$ cat src/rtl/psram_spi_ctrl_if.sv
// Request/response bundle between user logic and the PSRAM SPI controller.
// master = user logic side, slave = controller side.
interface psram_spi_ctrl_if;
   logic        req_valid;
   logic        req_ready;
   logic        req_we;
   logic [23:0] req_addr;
   logic [7:0]  req_wdata;
   logic        rsp_valid;
   logic [7:0]  rsp_rdata;

   modport master (
      output req_valid, req_we, req_addr, req_wdata,
      input  req_ready, rsp_valid, rsp_rdata
   );

   modport slave (
      input  req_valid, req_we, req_addr, req_wdata,
      output req_ready, rsp_valid, rsp_rdata
   );
endinterface

$ cat src/rtl/psram_spi_ctrl.sv
// Single-lane SPI master for the PSRAM: power-up reset sequence, then one-byte reads/writes.
// Define PSRAM_FAST_READ_EN to issue 0Bh fast reads (8 dummy bits) instead of 03h reads.
module psram_spi_ctrl #(
   parameter int INIT_WAIT = 3600
) (
   input  logic              sys_clk,
   input  logic              sys_reset,
   psram_spi_ctrl_if.slave   bus,
   output logic              init_done,
   output logic              ce_n,
   output logic              sclk,
   output logic              mosi,
   input  logic              miso
);

   localparam int CW = $clog2(INIT_WAIT + 1);

`ifdef PSRAM_FAST_READ_EN
   localparam logic [7:0] RD_CMD  = 8'h0B;
   localparam logic [5:0] RD_BITS = 6'd48;
`else
   localparam logic [7:0] RD_CMD  = 8'h03;
   localparam logic [5:0] RD_BITS = 6'd40;
`endif
   localparam logic [7:0] WR_CMD  = 8'h02;
   localparam logic [5:0] WR_BITS = 6'd40;

   typedef enum logic [2:0] {
      S_INIT_WAIT,
      S_RST_EN,
      S_RST_GAP,
      S_RST,
      S_IDLE,
      S_SHIFT,
      S_DESEL
   } state_t;

   state_t        state, state_nx;
   logic [CW-1:0] cnt, cnt_nx;
   logic          ph, ph_nx;
   logic [5:0]    bit_cnt, bit_cnt_nx;
   logic [5:0]    nbits, nbits_nx;
   logic          rd, rd_nx;
   logic          cmd99, cmd99_nx;
   logic [47:0]   sreg, sreg_nx;
   logic [7:0]    cap, cap_nx;

   logic          ce_n_q, sclk_q, mosi_q, ready_q, rsp_valid_q, init_done_q;
   logic [7:0]    rdata_q;
   logic          ce_n_d, sclk_d, mosi_d, ready_d, rsp_valid_d, init_done_d;
   logic [7:0]    rdata_d;

   logic          accept;
   logic          last_bit;
   logic          shift_nx;

   assign accept   = bus.req_valid & ready_q;
   assign last_bit = ph & (bit_cnt == nbits - 6'd1);

   // State and control register
   always_ff @(posedge sys_clk) begin
      if (sys_reset) begin
         state       <= S_INIT_WAIT;
         cnt         <= '0;
         ph          <= 1'b0;
         bit_cnt     <= '0;
         nbits       <= '0;
         rd          <= 1'b0;
         cmd99       <= 1'b0;
         ce_n_q      <= 1'b1;
         sclk_q      <= 1'b0;
         mosi_q      <= 1'b0;
         ready_q     <= 1'b0;
         rsp_valid_q <= 1'b0;
         rdata_q     <= '0;
         init_done_q <= 1'b0;
      end else begin
         state       <= state_nx;
         cnt         <= cnt_nx;
         ph          <= ph_nx;
         bit_cnt     <= bit_cnt_nx;
         nbits       <= nbits_nx;
         rd          <= rd_nx;
         cmd99       <= cmd99_nx;
         ce_n_q      <= ce_n_d;
         sclk_q      <= sclk_d;
         mosi_q      <= mosi_d;
         ready_q     <= ready_d;
         rsp_valid_q <= rsp_valid_d;
         rdata_q     <= rdata_d;
         init_done_q <= init_done_d;
      end
   end

   // Frame shift register and read capture carry data only
   always_ff @(posedge sys_clk) begin
      sreg <= sreg_nx;
      cap  <= cap_nx;
   end

   // Next-state logic
   always_comb begin
      state_nx   = state;
      cnt_nx     = cnt;
      ph_nx      = ph;
      bit_cnt_nx = bit_cnt;
      nbits_nx   = nbits;
      rd_nx      = rd;
      cmd99_nx   = cmd99;
      sreg_nx    = sreg;
      cap_nx     = cap;
      case (state)
         S_INIT_WAIT: begin
            if (cnt == CW'(INIT_WAIT - 1)) begin
               state_nx   = S_RST_EN;
               cnt_nx     = '0;
               ph_nx      = 1'b0;
               bit_cnt_nx = '0;
               nbits_nx   = 6'd8;
               sreg_nx    = {8'h66, 40'h0};
            end else begin
               cnt_nx = cnt + CW'(1);
            end
         end
         S_RST_GAP: begin
            // Two deselected cycles after each init command
            if (cnt == CW'(1)) begin
               cnt_nx = '0;
               if (cmd99) begin
                  state_nx = S_IDLE;
               end else begin
                  state_nx   = S_RST;
                  cmd99_nx   = 1'b1;
                  ph_nx      = 1'b0;
                  bit_cnt_nx = '0;
                  nbits_nx   = 6'd8;
                  sreg_nx    = {8'h99, 40'h0};
               end
            end else begin
               cnt_nx = cnt + CW'(1);
            end
         end
         S_RST_EN, S_RST, S_SHIFT: begin
            if (!ph) begin
               // This edge raises sclk, so it is also the miso sample point
               ph_nx = 1'b1;
               if ((state == S_SHIFT) && rd && (bit_cnt >= nbits - 6'd8))
                  cap_nx = {cap[6:0], miso};
            end else if (last_bit) begin
               ph_nx    = 1'b0;
               state_nx = (state == S_SHIFT) ? S_DESEL : S_RST_GAP;
            end else begin
               ph_nx      = 1'b0;
               bit_cnt_nx = bit_cnt + 6'd1;
               sreg_nx    = {sreg[46:0], 1'b0};
            end
         end
         S_IDLE: begin
            if (accept) begin
               state_nx   = S_SHIFT;
               ph_nx      = 1'b0;
               bit_cnt_nx = '0;
               rd_nx      = ~bus.req_we;
               if (bus.req_we) begin
                  nbits_nx = WR_BITS;
                  sreg_nx  = {WR_CMD, bus.req_addr, bus.req_wdata, 8'h00};
               end else begin
                  // Trailing zeros keep mosi low through dummy and input bits
                  nbits_nx = RD_BITS;
                  sreg_nx  = {RD_CMD, bus.req_addr, 16'h0000};
               end
            end
         end
         S_DESEL: state_nx = S_IDLE;
         default: state_nx = S_INIT_WAIT;
      endcase
   end

   // Output logic: pins are registered copies of what the next state implies
   always_comb begin
      shift_nx    = (state_nx == S_RST_EN) || (state_nx == S_RST) || (state_nx == S_SHIFT);
      ce_n_d      = ~shift_nx;
      sclk_d      = shift_nx & ph_nx;
      mosi_d      = shift_nx & sreg_nx[47];
      ready_d     = (state_nx == S_IDLE);
      rsp_valid_d = (state == S_SHIFT) && rd && last_bit;
      rdata_d     = rsp_valid_d ? cap : rdata_q;
      init_done_d = init_done_q | (state_nx == S_IDLE);
   end

   assign ce_n          = ce_n_q;
   assign sclk          = sclk_q;
   assign mosi          = mosi_q;
   assign init_done     = init_done_q;
   assign bus.req_ready = ready_q;
   assign bus.rsp_valid = rsp_valid_q;
   assign bus.rsp_rdata = rdata_q;

endmodule
$ cat src/flat_wrapper.sv
// flat-port wrapper written by rule: the top's interface ports become plain ports
module psram_spi_ctrl_flat 
#(
   parameter int INIT_WAIT = 3600
)
  (sys_clk, sys_reset, init_done, ce_n, sclk, mosi, miso, bus_req_valid, bus_req_we, bus_req_addr, bus_req_wdata, bus_req_ready, bus_rsp_valid, bus_rsp_rdata);
  psram_spi_ctrl_if bus_i ();
  input  logic sys_clk;
  input  logic sys_reset;
  output logic init_done;
  output logic ce_n;
  output logic sclk;
  output logic mosi;
  input  logic miso;
  input wire logic [$bits(bus_i.req_valid)-1:0] bus_req_valid;
  input wire logic [$bits(bus_i.req_we)-1:0] bus_req_we;
  input wire logic [$bits(bus_i.req_addr)-1:0] bus_req_addr;
  input wire logic [$bits(bus_i.req_wdata)-1:0] bus_req_wdata;
  output wire logic [$bits(bus_i.req_ready)-1:0] bus_req_ready;
  output wire logic [$bits(bus_i.rsp_valid)-1:0] bus_rsp_valid;
  output wire logic [$bits(bus_i.rsp_rdata)-1:0] bus_rsp_rdata;
  assign bus_i.req_valid = bus_req_valid;
  assign bus_i.req_we = bus_req_we;
  assign bus_i.req_addr = bus_req_addr;
  assign bus_i.req_wdata = bus_req_wdata;
  assign bus_req_ready = bus_i.req_ready;
  assign bus_rsp_valid = bus_i.rsp_valid;
  assign bus_rsp_rdata = bus_i.rsp_rdata;
  psram_spi_ctrl #(.INIT_WAIT(INIT_WAIT)) u_core (.sys_clk(sys_clk), .sys_reset(sys_reset), .bus(bus_i), .init_done(init_done), .ce_n(ce_n), .sclk(sclk), .mosi(mosi), .miso(miso));
endmodule
$ cat config.mk
export PLATFORM = sky130hd
export DESIGN_NAME = psram_spi_ctrl_flat
export DESIGN_NICKNAME = d
export VERILOG_FILES = /design/src/rtl/psram_spi_ctrl_if.sv /design/src/rtl/psram_spi_ctrl.sv /design/src/flat_wrapper.sv
export SDC_FILE = /design/constraint.sdc
export NUM_CORES = 1
export LEC_CHECK = 0
export ABC_AREA = 1
export BUFFER_PORTS_ARGS = -buffer_cell sky130_fd_sc_hd__clkbuf_2
export CAP_MARGIN = 20
export CORE_ASPECT_RATIO = 0.8
export CORE_MARGIN = 3
export CORE_UTILIZATION = 45
export CTS_BUF_LIST = sky130_fd_sc_hd__clkbuf_4
export DETAILED_ROUTE_END_ITERATION = 10
export PLACE_DENSITY = 0.7
export SYNTH_ARGS = -nofsm -noshare
export SYNTH_HDL_FRONTEND = slang
export SYNTH_SLANG_ARGS = --single-unit
$ cat constraint.sdc
create_clock -name sys_clk -period 6.5 [get_ports sys_clk]
set_clock_uncertainty 0.05 [all_clocks]
set_input_delay 0.325 -clock sys_clk [delete_from_list [all_inputs] [get_ports sys_clk]]
set_output_delay 0.325 -clock sys_clk [all_outputs]
set_load 0.05 [all_outputs]
-- After elaboration in Yosys (flattened, before gate mapping)
Cells that the tools add are included.
- bits in registers: 100
- input bits: 37
- logic and storage cells: 101
- $add $sub $neg: 4
- $lt $le $gt $ge: 1
- equality and inequality tests: 19
- muxes and demuxes: 37
- bitwise gates (word level): 8
- reductions and logical operators: 15
- operator list (operator ; count):
    $mux 48 ; 6
    $pmux 48 s4 ; 1
    $mux 6 ; 10
    $mux 41 ; 1
    $mux 12 ; 2
    $pmux 12 s2 ; 1
    $pmux 6 s4 ; 1
    $mux 3 ; 7
    $pmux 6 s3 ; 1
    $eq 3x3->1 const B ; 5
    $pmux 3 s5 ; 1
    $add 12x1->12 const B ; 1
    $eq 12x1->1 const B ; 1
    $eq 12x12->1 const B ; 1
    $eq 3x2->1 const B ; 3
    $ne 2x1->1 const B ; 4
    $reduce_and 7->1 ; 1
    $add 6x1->6 const B ; 1
    $eq 3x1->1 const B ; 2
    $eq 6x6->1 ; 1
    $ge 6x6->1 ; 1
    $sub 6x1->6 const B ; 1
    $sub 6x4->6 const B ; 1
    $mux 1 ; 5
    other kinds (15) ; 25

-- Longest topological paths before layout
- depth in word-level cells: 10
- mapped depth: 11

-- Worst setup path after synthesis
OpenSTA, ideal clock, no wires.
- path kind: reg2reg
- from: register u_core.nbits[3]
- to: register u_core.sreg[10], enable pin
- arrival time: 3.266 ns
- required time: 5.999 ns
- setup slack: 2.733 ns
- stages on the path, launching flop included: 10
- path buffers: 0
- period minus slack after synthesis: 3.767 ns
- cells stage by stage: dfxtp_1 -> xor2_1 -> ha_1 -> nand2_1 -> inv_1 -> nand3_2 -> nand2_1 -> nand2_2 -> nand3_2 -> nor2_1
- cells in the longest elaborated chain, start to end: 5
- ends and longest elaborated chain (what ; RTL line ; RTL):
    from (decl) ; psram_spi_ctrl.sv:42 ; logic [5:0] nbits, nbits_nx;
    from (signal assigned) ; psram_spi_ctrl.sv:82 ; nbits <= nbits_nx;
    $sub 6x1->6 ; psram_spi_ctrl.sv:58 ; assign last_bit = ph & (bit_cnt == nbits - 6'd1);
    $eq 6x6->1 ; psram_spi_ctrl.sv:58 ;
    $and 1x1->1 ; psram_spi_ctrl.sv:58 ;
    $ne 2x2->1 (no line) ; - ;
    $reduce_and 7->1 (no line) ; - ;
    to (signal assigned) ; psram_spi_ctrl.sv:97 ; sreg <= sreg_nx;
    to (decl) ; psram_spi_ctrl.sv:45 ; logic [47:0] sreg, sreg_nx;
Every way passes these cells.
A chain may end at the register's enable or synchronous reset.

-- Worst setup path in the final report
- from: register u_core.nbits[3]
- to: register u_core.sreg[12], enable pin
The elaborated chain is that of the path after synthesis.

==> flow_summary.ini <==
[worst_setup_path]
worst_r2r_path_depth = 10
regToRegSetupSlack_ps = 4020
critical_path.endpoint_type = flip-flop
worstSetupPathType = reg2reg
worst_ep_arrival_time_ps = 2520
worst_ep_required_time_ps = 6550
setup.worst_path.start_class = flip-flop
timing.critical_path.fanout_max = 47

[clock_network]
cts_sinks = 95
clockRootBuffer = clkbuf_4
clk_transition_reported_paths_ps = 150
clk-insertion-delay-late_ps = 440
cts.htree.levels = 3
post_cts.repair.setup_buffers = 0
cts_bufs_inserted = 9
max_buffers_root_to_sink = 2
tritoncts = built

[floorplan]
core_area_mm2 = 0.008671
chipWidth_um = 112.9
die-area_mm2 = 0.01033
num_io_pins = 51
die-height_um = 91.50
initial_core_util_pct = 47.42
rows = 30

[detailed_routing]
vias = 2900
drtIter0Drc = 181
detail_route.first_pass.iterations = 4
via_per_inst = 5.124
postRouteWirelength_um = 7665
avgRoutedWirePerCell_um = 13.54
drcViolationCount = 0
detail-route-antenna-nets = 0

[sta]
slew_violations = 0
setup_viol = 0
grt_setup_unrepaired = no
fin_setup_tns_ps = 0
max_slew_margin_pct = 58.51
final_min_period_over_clock_period_pct = 38.11
fmax_mhz = 403.6
final_hold_viol_count = 0
timing_worst_slew_pin_value_ps = 617.7
final_critical_delay_including_setup_and_external_delays_ps = 2477

[placed_design]
dp.final_hpwl_um = 5347
gp_congestion = 0.8476
place.detailed.instances = 548
port_buffers = 50

[pwr]
p_sw_mw = 0.2126
power.density_mw_per_mm2 = 211.5
intPower_mw = 0.7613
switching_share_pct = 21.83
vdd_ir_drop_max_uv = 100.1
leakage_nw = 1.833
total_power_mw = 0.9739
seq_power_share_pct = 65.0
p_comb_share_pct = 2.7
clock_power_share_pct = 32.2

[global_routing]
antenna_found_initial = 0
grt_pass1_wl_um = 13080
grt_max_degree = 48
global_route.usage.total_pct = 15.66
grt_pass1_vias = 2783
grt-ovfl-total = 0

[synthesis]
syn-instance-count = 394
synthesized_cell_area_mm2 = 0.004111
post_synth_num_cell_types = 36
yosys_warnings = 0
syn_nets = 438
fraction_of_post_synthesis_cell_area_in_the_top_cell_type_by_area_pct = 39.44
synth_top_cells_by_area = edfxtp_1, dfxtp_1, a22o_1, nand2_1, nor2_1
syn_avg_cell_area_um2 = 10.44
synth_seq_area_share_pct = 59.40
synth_top_area_cell = edfxtp_1
yosys_register_bits = 95

[final_layout]
fin_nets = 493
final_cell_count_no_fill = 566
fillCellCount = 756
syn2layout_area_growth_pct = 12.02
final_layout_size_suffix_gt1_share_pct = 20.53
layout.core_utilization_pct = 53.12

[hold_path]
whs_path_depth = 2
timing.hold.worst.class = in2reg

[run_status]
status = completed

[flow_run]
timing.max_cap.violations = 0
-- stage by stage --
step | cell area (um^2) | hold WS [ps] | setup WS (ps)
floorplan | 4111 | 370.6 | 2733
global placement | 4451 | 388.7 | 4093
detailed placement | 4451 | 389.0 | 4003
CTS | 4598 | 78.14 | 3996
global route | 4603 | 83.57 | 3779
finish | 4606 | 98.06 | 4023
-- cell type report --
type	count	area [um^2]	share of cell area, %
Sequential cell	95	2442	53.03
Multi-Input combinational cell	249	1454	31.57
Timing Repair Buffer	53	272.8	5.922
Inverter	41	156.4	3.396
Tap cell	112	140.1	3.043
Clock inverter	6	70.07	1.521
Clock buffer	9	67.56	1.467
Antenna cell	1	2.502	0.05433
-- layout by cell type (no fill, tap or decap), types with 2 or more instances in the layout --
cell,count
nor2_2,2
clkinvlp_4,3
clkbuf_2,50
xnor2_1,2
clkbuf_4,9
nand3_2,4
a22o_1,32
a21oi_1,23
xor2_1,5
nand2_1,63
nand2_4,3
o211ai_1,2
nor3b_1,3
dfxtp_1,41
edfxtp_1,54
nor2_4,4
o21ai_1,3
nand4_1,5
a211oi_1,2
inv_1,34
nand2_2,2
ha_1,7
o21ai_0,11
nand3_1,22
nor2_1,40
o21bai_1,2
inv_2,6
nor3_1,5
-- worst max-delay path, stage by stage, from the launching register on --
cell and delay (ps):
dfxtp_1 360, xor2_1 160, ha_1 290, nand2_1 80, inv_1 50, nand3_2 140, nand2_1 80, nand2_2 110
nand3_2 190, nor2_4 120, buf_4 500
-- sequential cells by signal, indices dropped and copies added, names as in the netlist, 2 cells and up --
name                  count
u_core.bus.rsp_rdata      8
u_core.nbits              2
u_core.sreg              47
u_core.state              3
u_core.cnt               12
u_core.cap                8
u_core.bit_cnt            6
-- metal layers --
layer / global-route usage, % / share of wire, %
met1: 22.68 / 49
met2: 22.63 / 44
met4: 5.906 / 1.6
met5: 0 / 0
met3: 3.797 / 5.1
-- cells in the mapped netlist, drive strengths merged --
cell	count
nor3	6
xor2	5
ha	7
conb	1
xnor2	2
a211oi	2
nand2	68
and2	1
nor3b	3
nand3	27
clkbuf	3
o211ai	2
nand3b	1
edfxtp	54
buf	6
a21oi	24
dfxtp	41
o21bai	2
nor2	46
nand4	5
inv	41
o21ai	14
a22o	32
nor4	1
-- logic make-up (layout without fill, tap and decap cells) --
logic type	after synthesis	after routing	synth area share [%]
XOR/XNOR	7	7	1.491
AND/OR/NAND/NOR	158	158	18.84
flip-flops	95	95	59.40
AO/OA/AOI/OAI	76	76	12.63
buffers and inverters	50	109	5.417
other	1	2	0.09121
adder cells (fa/ha/maj)	7	7	2.130
-- power by group through the flow --
stage	Clock (mW)	Sequential, mW	Combinational [mW]
floorplan	0	0.646	0.0124
global placement	0	0.647	0.0261
detailed placement	0	0.647	0.0263
CTS	0.323	0.634	0.0269
global route	0.344	0.634	0.0304
finish	0.314	0.634	0.0264
-- timing repair --
action,CTS,global route
gates resized for setup,0,0
hold endpoints to repair,1,0
hold buffers,1,0
-- path summary, 6_finish.rpt --
check	start	to
setup / recovery	u_core.nbits[3]$_SDFFE_PP0P_	u_core.sreg[12]$_DFFE_PP_
setup reg to reg	u_core.nbits[3]$_SDFFE_PP0P_	u_core.sreg[12]$_DFFE_PP_
hold reg to reg	u_core.cap[3]$_DFFE_PP_	u_core.cap[4]$_DFFE_PP_
hold / removal	bus_req_wdata[1]	u_core.sreg[9]$_DFFE_PP_
Note: power is estimated with default switching activity, not from simulation.
